[config.mk]
export PLATFORM = sky130hd
export DESIGN_NAME = pulse_height_analyzer_flat
export DESIGN_NICKNAME = d
export VERILOG_FILES = /design/src/rtl/pha_pkg.sv /design/src/rtl/pulse_height_analyzer_if.sv /design/src/rtl/pha_peak_track.sv /design/src/rtl/pulse_height_analyzer.sv /design/src/flat_wrapper.sv
export SDC_FILE = /design/constraint.sdc
export NUM_CORES = 1
export LEC_CHECK = 0
export CAP_MARGIN = 20
export CORE_ASPECT_RATIO = 1.1
export CORE_MARGIN = 8
export CORE_UTILIZATION = 45
export DETAILED_ROUTE_END_ITERATION = 7
export DONT_BUFFER_PORTS = 1
export PLACE_DENSITY = 0.62
export SLEW_MARGIN = 10
export SYNTH_ARGS = -nofsm -noshare
export SYNTH_HDL_FRONTEND = slang
export SYNTH_SLANG_ARGS = --single-unit
[constraint.sdc]
create_clock -name CLOCK_65 -period 3.58 [get_ports CLOCK_65]
set_input_delay 0.895 -clock CLOCK_65 [delete_from_list [all_inputs] [get_ports CLOCK_65]]
set_output_delay 0.895 -clock CLOCK_65 [all_outputs]
set_load 0.01 [all_outputs]
[src/rtl/pha_pkg.sv]
// Shared types for the pulse height analyzer: FSM state encoding and the result record.
// The record mirrors one delivered result (height, width, sat, pileup) at the default widths.
// Optional feature macro used by this block: PHA_PILEUP_EN (pile-up detection).
package pha_pkg;

  localparam int PHA_DATA_W  = 14;
  localparam int PHA_WIDTH_W = 10;

  typedef enum logic [0:0] {
    PHA_IDLE  = 1'b0,
    PHA_PULSE = 1'b1
  } pha_state_e;

  typedef struct packed {
    logic [PHA_DATA_W-1:0]  height;
    logic [PHA_WIDTH_W-1:0] width;
    logic                   sat;
    logic                   pileup;
  } pha_result_t;

endpackage

[src/rtl/pulse_height_analyzer_if.sv]
// Result handshake bundle between the analyzer and the histogram/readout logic.
// master (analyzer): drives out_valid and the result fields, samples out_ready.
// slave (consumer): drives out_ready; fields are stable while out_valid && !out_ready.
interface pulse_height_analyzer_if #(
  parameter int DATA_W  = 14,
  parameter int WIDTH_W = 10
);

  logic               out_valid;
  logic               out_ready;
  logic [DATA_W-1:0]  pulse_height;
  logic [WIDTH_W-1:0] pulse_width;
  logic               pulse_sat;
  logic               pulse_pileup;

  modport master (
    output out_valid, pulse_height, pulse_width, pulse_sat, pulse_pileup,
    input  out_ready
  );

  modport slave (
    input  out_valid, pulse_height, pulse_width, pulse_sat, pulse_pileup,
    output out_ready
  );

endinterface

[src/rtl/pha_peak_track.sv]
// Per-pulse tracker: peak sample, saturating width, saturation flag and optional pile-up flag.
// Ports: clk_i/rst_i; start_i loads the first sample, advance_i folds in a continuing sample;
// peak_o/width_o/sat_o/pileup_o hold the running values (registered, one cycle after the strobe).
// Pile-up tracking is built only when PHA_PILEUP_EN is defined; otherwise pileup_o is 0.
module pha_peak_track #(
  parameter int DATA_W  = 14,
  parameter int WIDTH_W = 10
`ifdef PHA_PILEUP_EN
  ,
  parameter int HYST    = 16
`endif
) (
  input  logic               clk_i,
  input  logic               rst_i,
  input  logic               start_i,
  input  logic               advance_i,
  input  logic [DATA_W-1:0]  sample_i,
  output logic [DATA_W-1:0]  peak_o,
  output logic [WIDTH_W-1:0] width_o,
  output logic               sat_o,
  output logic               pileup_o
);

  localparam logic [WIDTH_W-1:0] W_MAX = '1;

  logic [DATA_W-1:0]  peak_q, peak_d;
  logic [WIDTH_W-1:0] width_q, width_d;
  logic               sat_q, sat_d;

  always_comb begin
    peak_d  = peak_q;
    width_d = width_q;
    sat_d   = sat_q;
    if (start_i) begin
      peak_d  = sample_i;
      width_d = WIDTH_W'(1);
      sat_d   = 1'b0;
    end else if (advance_i) begin
      if (sample_i > peak_q) peak_d = sample_i;
      if (width_q != W_MAX) begin
        width_d = width_q + 1'b1;
        if (width_q == W_MAX - 1'b1) sat_d = 1'b1;
      end
    end
  end

  always_ff @(posedge clk_i or posedge rst_i) begin
    if (rst_i) begin
      peak_q  <= '0;
      width_q <= '0;
      sat_q   <= 1'b0;
    end else begin
      peak_q  <= peak_d;
      width_q <= width_d;
      sat_q   <= sat_d;
    end
  end

  assign peak_o  = peak_q;
  assign width_o = width_q;
  assign sat_o   = sat_q;

`ifdef PHA_PILEUP_EN
  // Compares are done one bit wider so "x + HYST" never wraps and
  // "peak - HYST" needs no floor.
  localparam logic [DATA_W:0] HYST_X = (DATA_W+1)'(HYST);

  logic              falling_q, falling_d;
  logic              pile_q, pile_d;
  logic [DATA_W-1:0] min_q, min_d;

  always_comb begin
    falling_d = falling_q;
    pile_d    = pile_q;
    min_d     = min_q;
    if (start_i) begin
      falling_d = 1'b0;
      pile_d    = 1'b0;
      min_d     = sample_i;
    end else if (advance_i) begin
      // The valley minimum restarts at the first dip and only decreases after.
      if (!falling_q || sample_i < min_q) min_d = sample_i;
      if ({1'b0, sample_i} + HYST_X < {1'b0, peak_q}) falling_d = 1'b1;
      if (falling_q && ({1'b0, sample_i} > {1'b0, min_q} + HYST_X)) pile_d = 1'b1;
    end
  end

  always_ff @(posedge clk_i or posedge rst_i) begin
    if (rst_i) begin
      falling_q <= 1'b0;
      pile_q    <= 1'b0;
      min_q     <= '0;
    end else begin
      falling_q <= falling_d;
      pile_q    <= pile_d;
      min_q     <= min_d;
    end
  end

  assign pileup_o = pile_q;
`else
  assign pileup_o = 1'b0;
`endif

endmodule

[src/rtl/pulse_height_analyzer.sv]
// Pulse height analyzer: threshold trigger with hysteresis, runt rejection, one-deep result slot.
// Ports: CLOCK_65/rst, ad_data sample stream, thresh (latched in IDLE), drop_cnt, and the
// result handshake (master modport). Result loads on the edge that sees the ending sample.
// Optional macro PHA_PILEUP_EN enables pile-up detection in the tracker.
module pulse_height_analyzer
  import pha_pkg::*;
#(
  parameter int DATA_W    = 14,
  parameter int HYST      = 16,
  parameter int MIN_WIDTH = 3,
  parameter int WIDTH_W   = 10,
  parameter int CNT_W     = 16
) (
  input  logic                     CLOCK_65,
  input  logic                     rst,
  input  logic [DATA_W-1:0]        ad_data,
  input  logic [DATA_W-1:0]        thresh,
  output logic [CNT_W-1:0]         drop_cnt,
  pulse_height_analyzer_if.master  res
);

  localparam logic [DATA_W-1:0]  HYST_V  = DATA_W'(HYST);
  localparam logic [WIDTH_W-1:0] MIN_W_V = WIDTH_W'(MIN_WIDTH);
  localparam logic [CNT_W-1:0]   CNT_MAX = '1;

  pha_state_e         state_q, state_d;
  logic [DATA_W-1:0]  thr_q, thr_d;
  logic               valid_q, valid_d;
  logic [DATA_W-1:0]  height_q, height_d;
  logic [WIDTH_W-1:0] width_q, width_d;
  logic               sat_q, sat_d;
  logic               pile_q, pile_d;
  logic [CNT_W-1:0]   drop_q, drop_d;

  logic               start, advance, pulse_end;
  logic [DATA_W-1:0]  lo;
  logic [DATA_W-1:0]  trk_peak;
  logic [WIDTH_W-1:0] trk_width;
  logic               trk_sat, trk_pile;
  logic               accept, slot_free;

  // Pulse end level, floored at zero for small thresholds.
  assign lo = (thr_q >= HYST_V) ? (thr_q - HYST_V) : '0;

  pha_peak_track #(
    .DATA_W  (DATA_W),
    .WIDTH_W (WIDTH_W)
`ifdef PHA_PILEUP_EN
    ,
    .HYST    (HYST)
`endif
  ) u_track (
    .clk_i     (CLOCK_65),
    .rst_i     (rst),
    .start_i   (start),
    .advance_i (advance),
    .sample_i  (ad_data),
    .peak_o    (trk_peak),
    .width_o   (trk_width),
    .sat_o     (trk_sat),
    .pileup_o  (trk_pile)
  );

  // FSM next state and strobes. thr_q follows thresh on every IDLE cycle,
  // including the trigger edge, and is frozen for the rest of the pulse.
  always_comb begin
    state_d   = state_q;
    thr_d     = thr_q;
    start     = 1'b0;
    advance   = 1'b0;
    pulse_end = 1'b0;
    unique case (state_q)
      PHA_IDLE: begin
        thr_d = thresh;
        if (ad_data > thr_q) begin
          state_d = PHA_PULSE;
          start   = 1'b1;
        end
      end
      PHA_PULSE: begin
        if (ad_data > lo) begin
          advance = 1'b1;
        end else begin
          pulse_end = 1'b1;
          state_d   = PHA_IDLE;
        end
      end
      default: state_d = PHA_IDLE;
    endcase
  end

  // Output slot: the tracker still holds the pulse totals on the ending cycle
  // because the ending sample is never folded in.
  assign accept    = pulse_end && (trk_width >= MIN_W_V);
  assign slot_free = !valid_q || res.out_ready;

  always_comb begin
    valid_d  = valid_q;
    height_d = height_q;
    width_d  = width_q;
    sat_d    = sat_q;
    pile_d   = pile_q;
    drop_d   = drop_q;
    if (valid_q && res.out_ready) valid_d = 1'b0;
    if (accept) begin
      if (slot_free) begin
        valid_d  = 1'b1;
        height_d = trk_peak;
        width_d  = trk_width;
        sat_d    = trk_sat;
        pile_d   = trk_pile;
      end else if (drop_q != CNT_MAX) begin
        drop_d = drop_q + 1'b1;
      end
    end
  end

  always_ff @(posedge CLOCK_65 or posedge rst) begin
    if (rst) begin
      state_q  <= PHA_IDLE;
      thr_q    <= '0;
      valid_q  <= 1'b0;
      height_q <= '0;
      width_q  <= '0;
      sat_q    <= 1'b0;
      pile_q   <= 1'b0;
      drop_q   <= '0;
    end else begin
      state_q  <= state_d;
      thr_q    <= thr_d;
      valid_q  <= valid_d;
      height_q <= height_d;
      width_q  <= width_d;
      sat_q    <= sat_d;
      pile_q   <= pile_d;
      drop_q   <= drop_d;
    end
  end

  assign res.out_valid    = valid_q;
  assign res.pulse_height = height_q;
  assign res.pulse_width  = width_q;
  assign res.pulse_sat    = sat_q;
  assign res.pulse_pileup = pile_q;
  assign drop_cnt         = drop_q;

endmodule
[src/flat_wrapper.sv]
// flat-port wrapper written by rule: the top's interface ports become plain ports
module pulse_height_analyzer_flat import pha_pkg::*;
#(
  parameter int DATA_W    = 14,
  parameter int HYST      = 16,
  parameter int MIN_WIDTH = 3,
  parameter int WIDTH_W   = 10,
  parameter int CNT_W     = 16
)
  (CLOCK_65, rst, ad_data, thresh, drop_cnt, res_out_valid, res_pulse_height, res_pulse_width, res_pulse_sat, res_pulse_pileup, res_out_ready);
  pulse_height_analyzer_if #(.DATA_W(DATA_W), .WIDTH_W(WIDTH_W)) res_i ();
  input  logic CLOCK_65;
  input  logic rst;
  input  logic [DATA_W-1:0] ad_data;
  input  logic [DATA_W-1:0] thresh;
  output logic [CNT_W-1:0] drop_cnt;
  output wire logic [$bits(res_i.out_valid)-1:0] res_out_valid;
  output wire logic [$bits(res_i.pulse_height)-1:0] res_pulse_height;
  output wire logic [$bits(res_i.pulse_width)-1:0] res_pulse_width;
  output wire logic [$bits(res_i.pulse_sat)-1:0] res_pulse_sat;
  output wire logic [$bits(res_i.pulse_pileup)-1:0] res_pulse_pileup;
  input wire logic [$bits(res_i.out_ready)-1:0] res_out_ready;
  assign res_out_valid = res_i.out_valid;
  assign res_pulse_height = res_i.pulse_height;
  assign res_pulse_width = res_i.pulse_width;
  assign res_pulse_sat = res_i.pulse_sat;
  assign res_pulse_pileup = res_i.pulse_pileup;
  assign res_i.out_ready = res_out_ready;
  pulse_height_analyzer #(.DATA_W(DATA_W), .HYST(HYST), .MIN_WIDTH(MIN_WIDTH), .WIDTH_W(WIDTH_W), .CNT_W(CNT_W)) u_core (.CLOCK_65(CLOCK_65), .rst(rst), .ad_data(ad_data), .thresh(thresh), .drop_cnt(drop_cnt), .res(res_i));
endmodule
==> key figures, run 1 <==
Synth
  – Simple-Gate Fraction of Synth Area: 14.4%
  – Warnings from Yosys: 0
  – FF+latch count, synth: 82
  – Number of distinct library cells after synthesis: 60
  – Net count of the mapped netlist: 518
  – Mean instance size in the synthesized netlist: 11.1 um^2
  – XOR/XNOR share of the synthesized area: 4.12%
  – Syn Inst Count: 440
  – Number of flops mapped to enable cells by yosys: 0
  – Flip-flop cell with the highest count after synthesis: dfrtp_1
  – Area fraction in compound gates after synthesis: 9.21%
  – Share of synthesized area spent on multiplexers: 13.8%
  – Main combinational cell family by area after synthesis: simple AND/OR/NAND/NOR gates
  – Proportion of register bits with asynchronous set or reset after synthesis: 100%
  – Area of the mapped netlist: 4890 um^2
  – Share of the yosys chip area belonging to registers: 41.9%
  – Adder and majority gate portion of the synthesized area: 12.0%

Die
  – Vertical die dimension: 125 um
  – Site row count: 40
  – Floorplan die width: 115 um
  – Die area: 14500 um^2
  – Initial cell density of the core: 45.5%
  – Area of the core: 10800 um^2
  – I/O Pins: 74

Place
  – Port buffer count: 0
  – Detail Placement HPWL: 8.22 mm
  – Final weighted congestion in routability-driven placement: 0.860
  – Dpl cells: 590
  – Pre-CTS setup slack: 0.0557 ns
  – Post-DP Area: 5110 um^2

Timing
  – Worst-case clock skew: 0.00828 ns
  – Transition time at the pin with the least slew margin: 0.824 ns
  – Total setup violations reported at the end of the flow: 0
  – Total Neg Setup Slack: 0 ns
  – Final critical delay including setup and external delays: 3.45 ns
  – Final hold violation count: 0
  – Slew margin rel.: 45.0%
  – Worst-case setup margin in the final layout: 0.132 ns
  – Achievable frequency: 290 MHz
  – Final slew viol count: 0
  – Final cycle utilization of the critical path: 96.3%

GRT
  – Congestion Overflow GR: 0
  – Maximum number of pins on one net before global-route repair: 48
  – Number of global-route vias before repair: 3434
  – Overall track demand over capacity in global routing: 15.6%
  – Antenna violations before repair: 0
  – Global-route wire length before repair: 17.7 mm

Setup path
  – Worst-case register-to-register setup slack: 0.13 ns
  – Critical Path Start: u_core.thr_q[5]
  – Endpoint class of the critical path: flip-flop
  – Master of the slowest instance on the critical path: dfrtp_1
  – Peak per-stage delay on the critical path: 0.40 ns
  – Number of stages on the worst setup path: 13
  – Capture point of the worst path: u_core.res.pulse_width[1]
  – R2r endpoint: u_core.res.pulse_width[1]
  – Top Family by Delay on Critical Path: simple AND/OR/NAND/NOR gates
  – Setup Crit Path Kind: flip-flop to flip-flop
  – Worst r2r src: u_core.thr_q[5]
  – Required time of the critical path: 3.80 ns
  – Worst endpoint data arrival time: 3.67 ns
  – Worst path most repeated cell: and4_4
  – Ordered cell list for the critical path: buf_4 > nor3_2 > nand3_1 > nor3_1 > xnor2_1 > nand2_1 > ha_1 > and4_4 > and4_4 > o211ai_4 > nor2_4 > clkbuf_16 > mux2_2
  – CP Buf/Inv Count: 2
  – Worst reg2reg path depth: 13
  – Largest driver fanout on the critical path: 7
  – Critical path startpoint category: flip-flop

Status
  – Run status: completed

Route
  – Residual DRC: 0
  – Post-detailed-route wirelength per cell: 18.4 um
  – Wire length after detailed routing: 11.4 mm
  – Post-DR vias/cell: 5.57
  – Violation count after the first detailed-route iteration: 149
  – 1st-pass router iterations: 4
  – Number of vias after detailed routing: 3449
  – Number of nets with antenna violations after detailed routing: 0

Finish
  – Finished Core Util: 52.3%
  – Share of cells above drive strength 1: 26.1%
  – Non-filler instance count after layout: 619
  – Final nets: 545
  – Area of all placed cells without fillers: 5630 um^2
  – Area added between synthesis and finish: 15.1%
  – Diode count: 0

Pwr
  – Leakage component of the power: 2.61 nW
  – Power density over the cells: 767 nW/um^2
  – Peak supply drop: 338 uV

Run
  – Max-Cap Viols: 0

CTS
  – Maximum clock path buffer count: 2
  – Count of hold-fix buffers inserted at cts: 0
  – Clk Tree Root Cell: clkbuf_16
  – Number of H-tree levels: 3
  – Clock latency reported for the late side of the worst-skew pair: 0.34 ns
  – Clock edge transition at the registers on the reported setup and hold paths: 0.07 ns
  – Clock tree from TritonCTS: done
  – Clk sink count: 82
  – Number of buffers added by the clock tree synthesis step: 9

Min path
  – Hold Crit Class: flip-flop to flip-flop
-- what timing repair did --
action,4_1_cts,5_1_grt
resized for setup,0,15
setup buffers,0,9
setup endpoints to repair,0,49
endpoints found under the hold margin,0,0
-- flip-flops by register name (all words and copies together) (netlist names) --
signal and flops:
u_core.u_track.width_o 10, u_core.drop_cnt 16, u_core.res.out_valid 1, u_core.u_track.sat_o 1, u_core.res.pulse_sat 1, u_core.u_track.peak_o 14, u_core.res.pulse_height 14, u_core.res.pulse_width 10
u_core.thr_q 14, u_core.state_q 1
-- worst register-to-register path, stage by stage, from the launching register on --
cell and delay, ns:
dfrtp_1 0.40, buf_4 0.14, nor3_2 0.20, nand3_1 0.16, nor3_1 0.22, xnor2_1 0.16
nand2_1 0.09, ha_1 0.35, and4_4 0.28, and4_4 0.32, o211ai_4 0.16, nor2_4 0.31
clkbuf_16 0.23, mux2_2 0.33
-- logic make-up (layout without fill, tap and decap cells) --
group / Yosys count / in the layout
buf+inv: 46 / 77
other cells: 1 / 1
compound gates: 56 / 57
mux: 57 / 57
simple gates: 128 / 128
flops: 82 / 82
fa+ha+maj: 47 / 47
xor+xnor: 23 / 23
-- worst min path at each step --
stage / start / end / slack (ns) / depth (start not counted)
5_1_grt: u_core.u_track.peak_o[8] / u_core.u_track.peak_o[8] / 0.56 / 1
3_5_place_dp: u_core.u_track.sat_o / u_core.u_track.sat_o / 0.50 / 2
6_report: u_core.u_track.sat_o / u_core.u_track.sat_o / 0.52 / 2
4_1_cts: u_core.u_track.sat_o / u_core.u_track.sat_o / 0.52 / 2
2_1_floorplan: u_core.u_track.sat_o / u_core.u_track.sat_o / 0.46 / 2
3_3_place_gp: u_core.u_track.sat_o / u_core.u_track.sat_o / 0.51 / 2
-- per-layer routing --
layer | track usage (%) | part of all wire, % | up-vias
li1 | - | - | 1659
met1 | 18.8 | 43 | 1687
met2 | 24.2 | 49 | 89
met3 | 4.81 | 6.4 | 14
met4 | 8.51 | 1.6 | 0
met5 | 0 | 0 | -
-- metrics by stage --
| stage | hold WS, ns | power [mW] |
|---|---|---|
| floorplan | 0.461 | 2.77 |
| global placement | 0.509 | 3.11 |
| detailed placement | 0.504 | 3.16 |
| CTS | 0.519 | 4.21 |
| global route | 0.560 | 4.64 |
| finish | 0.519 | 4.32 |
-- cell usage in the layout (no fill, tap or decap), types with 3 or more instances in the layout --
master / n
a211oi_1: 3
a21o_1: 3
a21oi_1: 20
a31oi_1: 3
and4_1: 4
and4_4: 3
buf_4: 21
clkbuf_16: 11
dfrtp_1: 81
ha_1: 47
inv_1: 33
inv_6: 3
mux2_2: 44
mux2_4: 10
mux2i_1: 3
nand2_1: 25
nand2b_1: 5
nand3_1: 18
nand4_1: 13
nor2_1: 19
nor2b_1: 5
nor3_1: 9
nor4_1: 6
o31ai_1: 5
or4_1: 3
xnor2_1: 9
xor2_1: 14
-- final cells by class --
type,instances,area [um^2]
tap,147,184
clock buffer,9,225
sequential,82,2050
inverter,35,133
fill,949,5130
clock inverter,7,105
timing repair buffer,26,250
multi-input combinational,313,2680
-- where the power goes --
group	internal (mW)	switching [mW]	leakage (nW)
registers	1.21	0.316	1.03
clock network	0.623	0.397	0.159
logic	0.919	0.860	1.42
total	2.75	1.57	2.61
-- synthesized netlist by cell type, drive strengths merged, types with 2 or more instances --
| cell type | instances | area share (%) |
|---|---|---|
| mux2i | 3 | 0.61 |
| o21ai | 3 | 0.38 |
| nor4 | 9 | 1.5 |
| nand3 | 18 | 1.8 |
| a21o | 4 | 0.77 |
| or3 | 2 | 0.26 |
| a21boi | 3 | 0.46 |
| a31oi | 3 | 0.38 |
| nand2b | 5 | 0.64 |
| mux2 | 54 | 13 |
| clkbuf | 4 | 0.31 |
| nor3 | 11 | 1.1 |
| or4 | 3 | 0.46 |
| ha | 47 | 12 |
| nand2 | 26 | 2.0 |
| nor2 | 21 | 1.8 |
| o31ai | 6 | 1.2 |
| dfrtp | 82 | 42 |
| xnor2 | 9 | 1.6 |
| buf | 7 | 1.4 |
| xor2 | 14 | 2.5 |
| inv | 35 | 2.7 |
| o21a | 2 | 0.31 |
| and3 | 2 | 0.26 |
| nand4 | 13 | 1.7 |
| a211oi | 4 | 0.87 |
| and2 | 3 | 0.43 |
| and4 | 7 | 1.3 |
| a21oi | 21 | 2.2 |
| nor2b | 5 | 0.64 |
| o211ai | 2 | 0.59 |
No activity file was read; power rests on OpenSTA's default activity.
==> run 2: changes to the inputs <==
- CTS_CLUSTER_SIZE: not set -> 8
- REMOVE_ABC_BUFFERS: not set -> 1
==> key figures, run 2 (synthesized netlist as in run 1, its figures left out) <==
Setup path
  – Top Family by Delay on Critical Path: simple AND/OR/NAND/NOR gates (unchanged)
  – Required time of the critical path: 3.80 ns (about the same)
  – Number of stages on the worst setup path: 16 (was 13)
  – Master of the slowest instance on the critical path: dfrtp_1 (unchanged)
  – Largest driver fanout on the critical path: 13 (was 7)
  – CP Buf/Inv Count: 3 (was 2)
  – Setup Crit Path Kind: flip-flop to flip-flop (unchanged)
  – Peak per-stage delay on the critical path: 0.39 ns (was 0.40 ns)
  – Endpoint class of the critical path: flip-flop (unchanged)
  – Worst reg2reg path depth: 16 (was 13)
  – Ordered cell list for the critical path: inv_2 > ha_2 > nand4_1 > nor4_2 > nor4_2 > nand4_1 > buf_6 > nand2_4 > ha_4 > and4_4 > o21a_4 > o311ai_4 > o211ai_4 > nor2_4 > buf_12 > mux2_2 (was buf_4 > nor3_2 > nand3_1 > nor3_1 > xnor2_1 > nand2_1 > ha_1 > and4_4 > and4_4 > o211ai_4 > nor2_4 > clkbuf_16 > mux2_2)
  – Worst endpoint data arrival time: 3.75 ns (was 3.67 ns)
  – Critical path startpoint category: flip-flop (unchanged)

Status
  – Run status: completed (unchanged)

CTS
  – Number of H-tree levels: 3 (unchanged)
  – Clk sink count: 82 (unchanged)
  – Clock latency reported for the late side of the worst-skew pair: 0.33 ns (was 0.34 ns)
  – Number of buffers added by the clock tree synthesis step: 9 (unchanged)
  – Clock edge transition at the registers on the reported setup and hold paths: 0.06 ns (was 0.07 ns)
  – Maximum clock path buffer count: 2 (unchanged)
  – Clock tree from TritonCTS: done (unchanged)
  – Clk Tree Root Cell: clkbuf_16 (unchanged)

Route
  – Met3 Wirelength: 943 um (was 735 um)
  – Post-DR vias/cell: 5.60 (was 5.57)
  – Post-detailed-route wirelength per cell: 18.9 um (was 18.4 um)
  – 1st-pass router iterations: 4 (unchanged)
  – Wire length after detailed routing: 11.6 mm (was 11.4 mm)
  – Residual DRC: 0 (unchanged)
  – Met1 Routed Length: 4.91 mm (was 4.90 mm)
  – Number of vias after detailed routing: 3426 (was 3449)
  – Violation count after the first detailed-route iteration: 206 (was 149)
  – Total length of routed met2 wires: 5.55 mm (was 5.60 mm)
  – Highest signal layer in the routed design: met5 (was met4)
  – Number of nets with antenna violations after detailed routing: 0 (unchanged)

Finish
  – Most frequent standard cell in the layout excluding fill and tap cells: dfrtp_1 (unchanged)
  – Flip-flop count of the largest register after layout: 16 (unchanged)
  – Finished Core Util: 53.7% (was 52.3%)
  – Area added between synthesis and finish: 18.2% (was 15.1%)
  – Final nets: 537 (was 545)
  – Commonest cells after routing, fill and taps aside: 81 x dfrtp_1, 39 x ha_1, 37 x mux2_2 (was 81 x dfrtp_1, 47 x ha_1, 44 x mux2_2)
  – Share of cells above drive strength 1: 30.0% (was 26.1%)
  – Fillers: 918 (was 949)

Die
  – Floorplan die width: 115 um (unchanged)
  – Die area: 14500 um^2 (unchanged)
  – Site row count: 40 (unchanged)
  – I/O Pins: 74 (unchanged)
  – Initial cell density of the core: 45.5% (unchanged)
  – Area of the core: 10800 um^2 (unchanged)
  – Vertical die dimension: 125 um (unchanged)

Run
  – Max-Cap Viols: 0 (unchanged)

Timing
  – Final hold violation count: 0 (unchanged)
  – Worst-case clock skew: 0.00849 ns (was 0.00828 ns)
  – Final critical delay including setup and external delays: 3.53 ns (was 3.45 ns)
  – Total setup violations reported at the end of the flow: 0 (unchanged)
  – Slew margin rel.: 48.4% (was 45.0%)
  – Final slew viol count: 0 (unchanged)
  – Final cycle utilization of the critical path: 98.6% (was 96.3%)
  – Achievable frequency: 283 MHz (was 290 MHz)
  – Setup repair after global routing missed its margin: true
  – Transition time at the pin with the least slew margin: 0.774 ns (was 0.824 ns)

Min path
  – Hold Crit Class: primary input to asynchronous set/reset pin (was flip-flop to flip-flop)

GRT
  – Maximum number of pins on one net before global-route repair: 35 (was 48)
  – Congestion Overflow GR: 0 (unchanged)
  – Number of global-route vias before repair: 3564 (was 3434)
  – Overall track demand over capacity in global routing: 15.5% (was 15.6%)
  – Antenna violations before repair: 2 (was 0)
  – Global-route wire length before repair: 17.8 mm (was 17.7 mm)

Pwr
  – Leakage component of the power: 2.63 nW (was 2.61 nW)
  – Total power draw: 4.42 mW (was 4.32 mW)
  – Power density over the cells: 764 nW/um^2 (was 767 nW/um^2)
  – Peak supply drop: 342 uV (was 338 uV)

Place
  – Final weighted congestion in routability-driven placement: 0.855 (was 0.860)
  – Detail Placement HPWL: 8.13 mm (was 8.22 mm)
  – Port buffer count: 0 (unchanged)
run 2: changes by cell type in the layout (fill, tap and decap cells not counted), moves of 4 or more:
cell and change:
buf_4 -10, mux2_4 +7, ha_1 -8, nand2_1 -4, ha_4 +6, mux2_2 -7
run 2: where the power goes:
group          internal (mW)  leakage [nW]  total (mW)  switching, mW
logic                   1.01          1.44        1.88          0.874
clock network          0.609         0.151       0.974          0.366
registers               1.21          1.03        1.56          0.358
run 2: what timing repair did:
item	4_1_cts	5_1_grt
setup endpoints to repair	0	60
setup buffers	0	5
resized for setup	0	57
hold endpoints to repair	0	0
hold buffers	0	0
run 2: layout make-up:
class / count / area [um^2] / area share [%]
clock inverters: 7 / 93.8 / 1.62
inverters: 35 / 133 / 2.29
diodes: 1 / 2.50 / 0.0433
well taps: 147 / 184 / 3.18
repair buffers: 18 / 196 / 3.40
flip-flops and latches: 82 / 2050 / 35.5
multi-input cells: 313 / 2890 / 50.0
clock buffers: 9 / 225 / 3.90
run 2: per-stage QoR:
step	std cells	hold slack (ns)	setup slack (ns)	area (um^2)	setup TNS, ns
5_1_grt	611	0.520	-0.137	5780	-4.67
3_3_place_gp	586	0.499	0.101	5080	0
3_5_place_dp	586	0.484	0.0210	5080	0
4_1_cts	602	0.492	0.00161	5400	0
2_1_floorplan	429	0.461	-0.0135	4810	-0.337
6_report	612	0.477	0.0496	5780	0
run 2: worst register-to-register path, cell delays in order, from the launching register on:
cell and delay (ns):
dfrtp_1 0.39, inv_2 0.07, ha_2 0.17, nand4_1 0.10, nor4_2 0.05, nor4_2 0.38, nand4_1 0.23, buf_6 0.21
nand2_4 0.08, ha_4 0.20, and4_4 0.19, o21a_4 0.12, o311ai_4 0.30, o211ai_4 0.15, nor2_4 0.23, buf_12 0.19
mux2_2 0.35
run 2: path summary, 6_finish.rpt:
kind / from / to / slack (ns)
worst max-delay path: u_core.thr_q[5] / u_core.res.pulse_height[9] / 0.05
worst min-delay path: rst / u_core.res.pulse_width[3] / 0.48
worst max register to register: u_core.thr_q[5] / u_core.res.pulse_height[9] / 0.05
worst min register to register: u_core.u_track.sat_o / u_core.u_track.sat_o / 0.51
max in group asynchronous: rst / u_core.thr_q[11] / 2.25
min in group CLOCK_65: u_core.u_track.sat_o / u_core.u_track.sat_o / 0.51
run 2: per-layer routing:
| metal | up-vias | global-route usage (%) |
|---|---|---|
| met2 | 72 | 24.4 |
| met3 | 13 | 6.36 |
| met4 | 4 | 4.57 |
| met5 | - | 0 |
| met1 | 1700 | 18.9 |
| li1 | 1637 | - |
==> run 3: changes to the inputs <==
- CORE_MARGIN: 8 -> 2
==> key figures, run 3 (synthesized netlist as in run 1, its figures left out) <==
Run
  – Max-Cap Viols: 0 (unchanged)

GRT
  – Overall track demand over capacity in global routing: 18.3% (was 15.5%)
  – Maximum number of pins on one net before global-route repair: 34 (was 35)
  – Congestion Overflow GR: 0 (unchanged)
  – Antenna violations before repair: 0 (was 2)
  – Number of global-route vias before repair: 3408 (was 3564)
  – Global-route wire length before repair: 16.8 mm (was 17.8 mm)

Timing
  – Slew margin rel.: 48.8% (was 48.4%)
  – Total Neg Setup Slack: 0 ns (unchanged)
  – Transition time at the pin with the least slew margin: 0.768 ns (was 0.774 ns)
  – Total setup violations reported at the end of the flow: 0 (unchanged)
  – Worst-case setup margin in the final layout: 0.216 ns (was 0.0496 ns)
  – Setup repair after global routing missed its margin: false (was true)
  – Worst-case clock skew: 0.00847 ns (was 0.00849 ns)
  – Final hold violation count: 0 (unchanged)
  – Worst hold margin: 0.424 ns (was 0.477 ns)
  – Achievable frequency: 297 MHz (was 283 MHz)
  – Final slew viol count: 0 (unchanged)
  – Final critical delay including setup and external delays: 3.36 ns (was 3.53 ns)
  – Final cycle utilization of the critical path: 94.0% (was 98.6%)

CTS
  – Clk Tree Root Cell: clkbuf_16 (unchanged)
  – Number of H-tree levels: 3 (unchanged)
  – Number of buffers added by the clock tree synthesis step: 9 (unchanged)
  – Clock tree from TritonCTS: done (unchanged)
  – Maximum clock path buffer count: 2 (unchanged)
  – Clock edge transition at the registers on the reported setup and hold paths: 0.06 ns (about the same)
  – Clk sink count: 82 (unchanged)
  – Clock latency reported for the late side of the worst-skew pair: 0.33 ns (about the same)

Route
  – Number of vias after detailed routing: 3360 (was 3426)
  – 1st-pass router iterations: 4 (unchanged)
  – Met3 Wirelength: 692 um (was 943 um)
  – Total length of routed met2 wires: 4.75 mm (was 5.55 mm)
  – Post-DR vias/cell: 5.58 (was 5.60)
  – Violation count after the first detailed-route iteration: 153 (was 206)
  – Residual DRC: 0 (unchanged)
  – Met1 Routed Length: 4.39 mm (was 4.91 mm)
  – Highest signal layer in the routed design: met4 (was met5)
  – Number of nets with antenna violations after detailed routing: 0 (unchanged)
  – Post-detailed-route wirelength per cell: 16.7 um (was 18.9 um)
  – Wire length after detailed routing: 10.0 mm (was 11.6 mm)

Finish
  – Most frequent standard cell in the layout excluding fill and tap cells: dfrtp_1 (unchanged)
  – Final nets: 533 (was 537)
  – Share of cells above drive strength 1: 22.7% (was 30.0%)
  – Flip-flop count of the largest register after layout: 16 (unchanged)
  – Diode count: 0 (was 1)
  – Non-filler instance count after layout: 602 (was 612)
  – Area added between synthesis and finish: 11.1% (was 18.2%)
  – Commonest cells after routing, fill and taps aside: 82 x dfrtp_1, 47 x ha_1, 44 x mux2_2 (was 81 x dfrtp_1, 39 x ha_1, 37 x mux2_2)

Setup path
  – Peak per-stage delay on the critical path: 0.45 ns (was 0.39 ns)
  – Worst endpoint data arrival time: 3.58 ns (was 3.75 ns)
  – Setup Crit Path Kind: flip-flop to flip-flop (unchanged)
  – Critical path startpoint category: flip-flop (unchanged)
  – Ordered cell list for the critical path: nor2_1 > nand4_1 > nor4_2 > nor4_2 > nand4_1 > buf_4 > nand2_1 > ha_1 > and4_1 > o21a_2 > o311ai_4 > o211ai_4 > nor2_4 > buf_12 > mux2_2 (was inv_2 > ha_2 > nand4_1 > nor4_2 > nor4_2 > nand4_1 > buf_6 > nand2_4 > ha_4 > and4_4 > o21a_4 > o311ai_4 > o211ai_4 > nor2_4 > buf_12 > mux2_2)
  – Master of the slowest instance on the critical path: dfrtp_1 (unchanged)
  – Largest driver fanout on the critical path: 25 (was 13)
  – Required time of the critical path: 3.80 ns (about the same)
  – Endpoint class of the critical path: flip-flop (unchanged)

Die
  – Floorplan die width: 103 um (was 115 um)
  – Die area: 11700 um^2 (was 14500 um^2)
  – Site row count: 39 (was 40)
  – Area of the core: 10500 um^2 (was 10800 um^2)
  – Vertical die dimension: 113 um (was 125 um)
  – I/O Pins: 74 (unchanged)
  – Initial cell density of the core: 46.6% (was 45.5%)

Place
  – Detail Placement HPWL: 7.71 mm (was 8.13 mm)
  – Pre-CTS setup slack: 0.0176 ns (was 0.0210 ns)
  – Dpl cells: 583 (was 586)
  – Final weighted congestion in routability-driven placement: 0.830 (was 0.855)
  – Port buffer count: 0 (unchanged)

Status
  – Run status: completed (unchanged)

Pwr
  – Total power draw: 3.97 mW (was 4.42 mW)
  – Proportion of power drawn by combinational gates: 40.8% (was 42.5%)
  – Leakage component of the power: 2.52 nW (was 2.63 nW)
  – Net switching fraction of the power: 36.4% (was 36.2%)
  – Peak supply drop: 278 uV (was 342 uV)
  – Sequential fraction of design power: 39.0% (was 35.4%)
  – Power density over the cells: 729 nW/um^2 (was 764 nW/um^2)
  – Clock share of power: 20.2% (was 22.1%)
  – Cell Int Power: 2.52 mW (was 2.82 mW)
  – Net switching power: 1.44 mW (was 1.60 mW)

Min path
  – Hold Crit Class: primary input to asynchronous set/reset pin (unchanged)
run 3: timing repair:
action                                  4_1_cts  5_1_grt
gates resized for setup                       1       10
pin swaps                                     0        3
setup buffers                                 0        3
hold buffers                                  0        0
endpoints found under the setup margin        3       50
gates cloned                                  0        1
run 3: path summary, 6_finish.rpt:
| kind | startpoint | endpoint | slack [ns] | cells after the start |
|---|---|---|---|---|
| worst max-delay path | u_core.thr_q[6] | u_core.res.pulse_height[8] | 0.22 | 15 |
| worst min-delay path | rst | u_core.drop_cnt[5] | 0.42 | 1 |
| worst max register to register | u_core.thr_q[6] | u_core.res.pulse_height[8] | 0.22 | 15 |
| worst min register to register | u_core.u_track.sat_o | u_core.u_track.sat_o | 0.52 | 2 |
| max in group asynchronous | rst | u_core.res.pulse_height[11] | 2.41 | 2 |
| min in group CLOCK_65 | u_core.u_track.sat_o | u_core.u_track.sat_o | 0.52 | 2 |
run 3: area by class of cell:
class                      count  area, um^2
multi-input combinational    313        2690
inverter                      35         133
timing repair buffer          14         130
sequential                    82        2050
clock inverter                 3        17.5
tap                          143         179
fill                         949        5050
clock buffer                  12         236
run 3: worst max-delay path, delay by kind of cell, from the launching register on:
kind	cells	cell delay (ns)
and+or+nand+nor	8	1.13
muxes	1	0.36
AOI/OAI and AO/OA	3	0.60
DFF	1	0.45
adders and majority gates	1	0.31
buffers and inverters	2	0.36
run 3: power groups by stage:
stage | logic, mW | registers (mW) | clock network, mW
floorplan | 1.24 | 1.46 | 0
global placement | 1.49 | 1.55 | 0
detailed placement | 1.56 | 1.56 | 0
CTS | 1.57 | 1.55 | 0.829
global route | 1.82 | 1.60 | 0.884
finish | 1.62 | 1.55 | 0.803
run 3: routing by layer:
metal  vias to the layer above  GRT usage, %
li1                       1626             -
met1                      1636          23.6
met2                        83          28.3
met3                        15          5.93
met4                         0          7.46
met5                         -             0
run 3: stage by stage:
step | util, % | instance area [um^2]
floorplan | - | 4810
global placement | 48.4 | 5080
detailed placement | 48.4 | 5080
finish | 51.8 | 5440
global route | 51.8 | 5440
CTS | 50.9 | 5340
